--- src/rtl/reg_file.sv ---
// rtl/reg_file.sv - 32x32 register file, two combinational read ports, one write port, r0 = 0
module reg_file #(
    parameter int DATA_W = 32,
    parameter int ADDR_W = 5,
    parameter bit BYPASS = 1'b1
) (
    input  logic              clk,
    input  logic              rst,
    input  logic [ADDR_W-1:0] ra1,
    input  logic [ADDR_W-1:0] ra2,
    output logic [DATA_W-1:0] rd1,
    output logic [DATA_W-1:0] rd2,
    input  logic              we,
    input  logic [ADDR_W-1:0] wa,
    input  logic [DATA_W-1:0] wd
);

    localparam int DEPTH = 2 ** ADDR_W;

    logic [DATA_W-1:0] mem [DEPTH];
    logic              wr_live;

    // A write to r0 is dropped here, so mem[0] stays at its reset value.
    assign wr_live = rst && we && (wa != '0);

    always_ff @(posedge clk or negedge rst) begin
        if (!rst) begin
            for (int i = 0; i < DEPTH; i++) begin
                mem[i] <= '0;
            end
        end else if (wr_live) begin
            mem[wa] <= wd;
        end
    end

    // The reset gate also suppresses forwarding while rst is low.
    always_comb begin
        rd1 = mem[ra1];
        if (BYPASS && wr_live && (wa == ra1)) begin
            rd1 = wd;
        end
        if (!rst || (ra1 == '0)) begin
            rd1 = '0;
        end
    end

    always_comb begin
        rd2 = mem[ra2];
        if (BYPASS && wr_live && (wa == ra2)) begin
            rd2 = wd;
        end
        if (!rst || (ra2 == '0)) begin
            rd2 = '0;
        end
    end

endmodule
--- config.mk ---
export PLATFORM = sky130hd
export DESIGN_NAME = reg_file
export DESIGN_NICKNAME = d
export VERILOG_FILES = /design/src/rtl/reg_file.sv
export SDC_FILE = /design/constraint.sdc
export NUM_CORES = 2
export LEC_CHECK = 0
export CAP_MARGIN = 20
export CORE_UTILIZATION = 25
export CTS_CLUSTER_DIAMETER = 40
export CTS_CLUSTER_SIZE = 25
export DETAILED_ROUTE_END_ITERATION = 7
export SLEW_MARGIN = 10
export SYNTH_ARGS = -nofsm -noshare
export SYNTH_HDL_FRONTEND = slang
export SYNTH_SLANG_ARGS = --single-unit
--- constraint.sdc ---
create_clock -name clk -period 4.3 [get_ports clk]
set_clock_uncertainty 0.15 [all_clocks]
set_input_delay 0.43 -clock clk [delete_from_list [all_inputs] [get_ports clk]]
set_output_delay 0.43 -clock clk [all_outputs]
set_load 0.02 [all_outputs]
==> results.yml <==
placed_design:
  place_ws_ns: 0.313
  dp_hpwl_mm: 119
  place_congestion: 0.979
  port_buffers: 113
logic_synthesis:
  yosysSeqAreaShare_pct: 46.2
  yosysWarnings: 0
  mappedNetlistNets: 3879
  syn_area_um2: 55500
  synth_xor_area_share_pct: 0.158
  synth.avg_cell_area_um2: 14.5
  ys_seq_elements: 1024
  synth.distinct_cells: 38
  synth_compound_area_share_pct: 7.10
  synth_mux_area_share_pct: 41.5
  synth_top_family_by_area: "multiplexers"
  syn_inst: 3829
  synthAdderAreaFrac_pct: 0
  synth-simple-area-share_pct: 1.39
worst_setup_path:
  start_kind: "input port"
  path_max_fanout: 35
  r2r_cells: 1
  end_kind: "output pin"
  cp.arrival_ns: 3.56
  crit_cells: 9
  r2r-start: "mem[61]"
  crit_start: "ra2[0]"
  crit_end: "rd2[16]"
  path_cells: "buf_8 -> buf_12 -> buf_4 -> mux4_2 -> a22oi_1 -> a21oi_1 -> buf_4 -> a221o_1 -> buf_4"
  cp_slowest_cell: "a22oi_1"
  worstReg2RegEnd: "mem[61]"
  r2r_setup_slack_ns: 3.34
  slowest_delay_ns: 0.80
  crit_required_ns: 3.72
  critical_path_buf_inv_count: 5
  cp_top_family: "buffers and inverters"
  path_common_cell: "buf_4"
  path_class: "in2out"
clocking:
  clk_path_buf_depth: 3
  root_buffer: "clkbuf_16"
  path_clk_slew_ns: 0.07
  clk_latency_ns: 0.73
  cts_tree: "done"
  cts_buffers: 117
  htreeDepth: 3
  cts_setup_buffers: 0
  clkSinkCount: 1024
drt:
  wire_per_inst_um: 27.0
  via_per_inst: 5.24
  dr.pass1.iters: 5
  remaining_drc_errors: 0
  vias: 36374
  drt-initial-drc-count: 2669
  routed_wirelength_mm: 187
  antenna_left: 0
finish:
  nets: 3930
  reg_top3: "mem: 1024 flops"
  finish.utilization_pct: 29.7
  area_growth_pct: 17.8
  largest_register: "mem"
  drive_gt1_share_pct: 48.7
  largest_reg_flops: 1024
grt:
  grt_pass1_wl_mm: 275
  antenna_found_initial: 6
  grt_max_degree: 175
  grt_use_total_pct: 16.6
  grt_pass1_vias: 38141
  grt_overflow: 0
power:
  p_leak_nw: 28.4
  powerDensity_nw_per_um2: 417
  ir_drop_uv: 338
  finalPower_mw: 27.2
floorplan:
  start_util_pct: 25.2
  die_h_um: 473
  fp-row-count: 172
  die_w_um: 473
  core_area_um2: 220000
  dieArea_um2: 224000
  num_io_pins: 114
timing:
  fmax_mhz: 242
  finalWorstSetupSlack_ns: 0.164
  finalCriticalPeriod_ns: 4.14
  slew_headroom_pct: 26.5
  hold-worst-slack_ns: 0.185
  fin_setup_tns_ns: 0
  rsz0062_at_grt: "false"
  finalSetupViolCount: 0
  worst_slew_pin_slew_ns: 1.10
  period_share_pct: 96.2
  maxSlewViolCount: 0
  finalHoldViolations: 0
job:
  max_cap_violations: 0
worst_hold_path:
  min_path_type: "in2async"
run_status:
  status: "completed"
-- layer usage --
layer / wire, µm / vias up / part of all wire (%) / GRT usage [%]
met5: 19 / - / 0.010 / 0
met4: 12200 / 2 / 6.5 / 9.97
met1: 73900 / 19761 / 39 / 20.1
met3: 9010 / 410 / 4.8 / 2.58
met2: 92300 / 1142 / 49 / 27.8
li1: - / 15059 / - / -
-- cells in the mapped netlist (all sizes together) --
library cell | n | share of area (%)
a22oi | 64 | 0.87
o21ai | 1 | 0.016
nor3 | 7 | 0.081
nand2 | 16 | 0.11
dfrtp | 1024 | 46
nor2b | 70 | 0.79
o31ai | 2 | 0.027
nor4 | 5 | 0.090
mux2 | 992 | 20
o21bai | 65 | 0.88
or2 | 1 | 0.011
a21oi | 96 | 0.87
o311ai | 2 | 0.045
a221oi | 128 | 2.0
and3 | 1 | 0.011
mux4 | 384 | 16
mux2i | 320 | 5.8
xnor2 | 10 | 0.16
or3 | 2 | 0.023
inv | 2 | 0.014
a221o | 32 | 0.58
or4 | 1 | 0.014
a211oi | 96 | 1.3
nor2 | 22 | 0.16
clkbuf | 228 | 1.5
nand2b | 4 | 0.045
buf | 216 | 2.1
nand3 | 5 | 0.045
nor3b | 1 | 0.014
a211o | 32 | 0.51
-- power by group --
group	internal [mW]	switching (mW)
clock network	6.02	4.71
registers	10.9	0.872
logic	2.54	2.19
total	19.4	7.77
-- final cells by class --
cell class                 instances  area [µm²]
tap                             2958        3700
clock inverter                    88        1090
timing repair buffer             376        3740
antenna                            5        12.5
inverter                           2        7.51
sequential                      1024       25600
clock buffer                     131        3060
fill                           21796      155000
multi-input combinational       2359       28100
-- worst min-delay path by stage --
| stage | from | endpoint | slack (ns) |
|---|---|---|---|
| finish | rst | mem[632] | 0.19 |
| global placement | rst | mem[632] | 0.13 |
| CTS | rst | mem[632] | 0.14 |
| global route | rst | mem[632] | 0.13 |
| floorplan | rst | mem[0] | -0.02 |
| detailed placement | rst | mem[894] | 0.14 |
-- stage by stage --
stage / std cells / instance area (µm²)
5_1_grt: 6941 / 65300
2_1_floorplan: 3829 / 55500
3_5_place_dp: 6716 / 61100
4_1_cts: 6936 / 65300
3_3_place_gp: 6716 / 61100
6_report: 6943 / 65300
-- logic make-up after synthesis --
group                     count (synthesis)
AOI/OAI and AO/OA                       518
xor gates and xnor gates                 10
and+or+nand+nor                         135
DFF                                    1024
muxes                                  1696
buffers and inverters                   446
-- placed cells by master, fill, tap and decap left out, types with 4 or more instances in the layout --
master           instances
dfrtp_1               1024
mux2_2                 978
mux4_2                 384
mux2i_1                320
buf_4                  254
a221oi_1               128
clkbuf_16              117
a211oi_1                96
a21oi_1                 96
nor2b_1                 68
o21bai_1                65
a22oi_1                 64
buf_12                  58
clkdlybuf4s50_1         55
a211o_1                 32
a221o_1                 32
inv_6                   26
nor2_4                  20
mux2_1                  14
clkinv_4                14
clkinvlp_4              13
bufinv_16               12
xnor2_1                 10
nand2_1                  9
clkbuf_8                 8
clkinv_2                 8
nand2_2                  7
clkinv_8                 6
clkbuf_1                 6
inv_8                    6
buf_8                    6
diode_2                  5
nand3_1                  5
nand2b_1                 4
-- timing repair --
action	4_1_cts	5_1_grt
hold endpoints to repair	55	0
hold buffers	1	0
endpoints found under the setup margin	0	4
resized for setup	0	1
Power figures use the tool's default switching activity.
